$ cat config.mk
export PLATFORM = sky130hd
export DESIGN_NAME = des_sbox_sequencer
export DESIGN_NICKNAME = d
export VERILOG_FILES = /design/src/rtl/des_sbox_sequencer.sv
export SDC_FILE = /design/constraint.sdc
export NUM_CORES = 1
export LEC_CHECK = 0
export ABC_CLOCK_PERIOD_IN_PS = 2670
export BUFFER_PORTS_ARGS = -buffer_cell sky130_fd_sc_hd__buf_2
export CORE_UTILIZATION = 56
export DETAILED_ROUTE_END_ITERATION = 8
export MAX_ROUTING_LAYER = met4
export PLACE_DENSITY = 0.83
export SKIP_LAST_GASP = 1
export SLEW_MARGIN = 30
export SYNTH_ARGS = -nofsm -noshare
export SYNTH_HDL_FRONTEND = slang
export SYNTH_SLANG_ARGS = --single-unit
$ cat constraint.sdc
create_clock -name clk -period 2.67 [get_ports clk]
set_input_delay 0.4005 -clock clk [delete_from_list [all_inputs] [get_ports clk]]
set_output_delay 0.4005 -clock clk [all_outputs]
set_load 0.02 [all_outputs]
$ cat src/rtl/des_sbox_sequencer.sv
// des_sbox_sequencer: time-multiplexes one DES S-box bank across the eight 6-bit slices of a 48-bit word
module des_sbox_sequencer #(
  parameter int SBOX_LAT = 0,
  parameter int NUM_BOXES = 8
) (
  input  logic        clk,
  input  logic        rst_n,
  input  logic        flush,
  input  logic        in_valid,
  output logic        in_ready,
  input  logic [0:47] in_data,
  output logic        out_valid,
  input  logic        out_ready,
  output logic [0:31] out_data,
  output logic        sbox_req,
  output logic [2:0]  sbox_sel,
  output logic [0:5]  sbox_in,
  input  logic [0:3]  sbox_out,
  output logic        busy
);
  typedef enum logic [1:0] {IDLE, ISSUE, WAIT, DONE} state_t;
  state_t state;
  logic [0:47] data;
  logic [2:0] index;
  logic cap, last, iss;
  if (SBOX_LAT < 0 || SBOX_LAT > 1 || NUM_BOXES != 8) begin : g_bad_param
    $error("des_sbox_sequencer: SBOX_LAT must be 0 or 1 and NUM_BOXES must be 8");
  end
  assign busy = !in_ready;
  // a result is due one cycle after a strobe (zero-latency bank) or after the quiet wait cycle (registered bank)
  always_comb begin
    cap = (state == ISSUE && SBOX_LAT == 0 && sbox_req) || (state == WAIT && !sbox_req);
    last = cap && sbox_sel == 3'd7;
    iss = (state == ISSUE || (state == WAIT && cap)) && !last;
  end
  // sequencing, bank drive and result assembly; flush outranks every handshake
  always_ff @(posedge clk or negedge rst_n) begin
    if (!rst_n) begin
      state <= IDLE;
      in_ready <= 1'b1;
      out_valid <= 1'b0;
      out_data <= '0;
      sbox_req <= 1'b0;
      sbox_sel <= '0;
      sbox_in <= '0;
      data <= '0;
      index <= '0;
    end else if (flush) begin
      state <= IDLE;
      in_ready <= 1'b1;
      out_valid <= 1'b0;
      sbox_req <= 1'b0;
      index <= '0;
    end else begin
      if (state == IDLE && in_valid) begin
        state <= ISSUE;
        in_ready <= 1'b0;
        data <= in_data;
        out_data <= '0;
        index <= '0;
      end
      if (state == DONE && out_ready) begin
        state <= IDLE;
        out_valid <= 1'b0;
        in_ready <= 1'b1;
      end
      if (cap) out_data[4*sbox_sel +: 4] <= sbox_out;
      sbox_req <= iss;
      if (iss) begin
        sbox_sel <= index;
        sbox_in <= data[6*index +: 6];
        index <= index + {2'b0, index != 3'd7};
        if (SBOX_LAT == 1) state <= WAIT;
      end
      if (last) begin
        state <= DONE;
        out_valid <= 1'b1;
        index <= '0;
      end
    end
  end
endmodule

==> results.tsv <==
metric	value	unit
status	finished, violations left	
violations	DRC	
seq_power_share	50.8	%
pre_cts_ws	328	ps
tns	0	ps
initial_core_util	58.6	%
crit_path_end_kind	register	
synth.distinct_cells	43	
comb_power_share	23.2	%
cts_tree	yes	
syn2layout_area_growth	14.8	%
dieArea	9600	µm²
yosys.area.top_type_share	46.6	%
design.core.area	8810	µm²
synth_area	5160	µm²
power	3.63	mW
setup_slack	301	ps
drv_slew	0	
rows	34	
clock_sinks	97	
internal_power	2.51	mW
io_pins	102	
synth_most_common_cell	dfrtp_1	
drt-total-wl	11.0	mm
synth_flop_cell	dfrtp_1	
placed_area	5730	µm²
synth_area_leaders	dfrtp_1, mux4_2, mux2_2, a22o_1, nand3_1	
final_nets	537	
hp-class	input port to asynchronous set/reset pin	
skew	10.6	ps
yosysWarnings	0	
fin_hold_ws	49.3	ps
antenna_found_initial	0	
post-route-drc-count	8	
grt_max_degree	53	
cap_violations	0	
syn_area_per_cell	13.5	µm²
cts_made_buffers	9	
cts-root-buf	clkbuf_8	
design_area	5920	µm²
period_share	88.7	%
synth_fp_nets	445	
n_antenna_cell	0	
grt_pass1_wl	18.5	mm
critical_path_class	register to register	
grt_pass1_vias	3639	
die_h	98.0	µm
cts_hold_buffers	0	
ir_drop	0.326	mV
first_pass_iters	7	
period_needed	2370	ps
clock.fmax	0.422	GHz
ys_seq_elements	97	
dr_total_vias	3637	
power_switching_share	30.7	%
via_per_inst	6.20	
yosysSeqAreaShare	47.1	%
wl_per_cell	18.7	µm
arrival	2600	ps
drive_gt1_share	47.2	%
async_reset_ff_share	100	%
reg2reg_slack	300	ps
p_clk_share	25.9	%
cts_resized	0	
p_leak	2.65	nW
fin_util	67.3	%
rsz0062_at_grt	false	
path_clk_slew	100	ps
drtIter0Drc	219	
required	2900	ps
grtUsageTotal	25.6	%
cts_max_level	3	
p_sw	1.11	mW
gr-total-overflow	0	
place.gp.congestion	0.931	
final_cell_count_no_fill	587	
synthCells	382	
hold_violations	0	
p_per_area	612	nW/µm²
worstMarginPinSlew	720	ps
cts_setup_buffers	0	
maxSlewHeadroom	51.8	%
dp.cells	571	
clockBufferDepth	2	
synth_top_area_cell	dfrtp_1	
critPathMaxFanout	7	
insertion_delay	370	ps
synth-edff-count	0	
yosys-top-cells-count	dfrtp_1, mux2_2, mux4_2	
die_w	98.0	µm
worstSetupStartpointType	register	
dp_hpwl	7.97	mm
setup_viol	0	
ant_nets	0	
port_buffers	101	
## worst max-delay path, cell delays in order, from the launching register on
cell and delay [ps]:
dfrtp_1 440, ha_1 220, inv_1 60, fa_1 680, mux4_2 370, nor2b_1 150
o21ai_0 190, a31oi_1 110
## final timing paths
kind,from,to,depth (start not counted)
max,index[1],sbox_in[5],7
max reg2reg,index[1],sbox_in[5],7
min in group clk,in_data[10],data[10],2
min,rst_n,out_valid,1
min reg2reg,out_data[23],out_data[23],1
max in group asynchronous,rst_n,data[4],2
## logic make-up after synthesis
group                    synth area share (%)
multiplexers                             26.2
flip-flops                               47.1
AND/OR/NAND/NOR                          6.65
XOR/XNOR                                0.509
buffers and inverters                    3.83
AO/OA/AOI/OAI                            14.1
adder cells (fa/ha/maj)                  1.60
## flip-flops by register name (all words and copies together), names as in the netlist, 2 cells and up
signal and cells:
out_data 32, data 48, sbox_sel 3, index 3, state 2, sbox_in 6
## power groups by stage
| stage | logic [mW] | registers [mW] | clock network, mW |
|---|---|---|---|
| floorplan | 0.590 | 1.84 | 0 |
| global placement | 0.826 | 1.85 | 0 |
| detailed placement | 0.846 | 1.87 | 0 |
| CTS | 0.849 | 1.84 | 0.967 |
| global route | 0.911 | 1.87 | 1.03 |
| finish | 0.843 | 1.84 | 0.941 |
## layer usage
layer	part of all wire, %	global-route usage, %	wire (µm)
met1	43	33.3	4730
met2	50	40.2	5420
met3	5.0	4.80	549
met4	2.3	9.21	257
met5	0	-	0
## cell type report
class	count	area, µm²
clock buffers	10	138
clock inverters	6	56.3
fillers	644	2880
inverters	6	22.5
multi-input cells	248	2540
flip-flops and latches	97	2430
well taps	108	135
repair buffers	112	603
## layout by cell type (no fill, tap or decap), types with 2 or more instances in the layout
master	netlist	final
buf_2	8	100
dfrtp_1	96	95
mux2_2	52	52
mux4_2	30	30
a22o_1	28	28
nand3_1	23	23
o21ai_0	11	11
buf_4	5	11
nand2_1	10	10
clkbuf_8	0	10
a21oi_1	9	9
nor2_1	8	7
o21bai_1	7	7
a31oi_1	7	7
inv_1	6	6
mux2i_1	6	6
nor2b_1	6	6
nand2b_1	5	5
a211oi_2	5	5
a41o_1	5	5
ha_1	5	5
o21a_1	4	4
and2_1	3	3
a2111oi_4	3	3
a21o_1	2	2
mux2_4	2	2
xnor2_1	2	2
nand3b_1	2	2
o211ai_1	2	2
inv_8	0	2
inv_6	0	2
No activity file was read; power rests on OpenSTA's default activity.
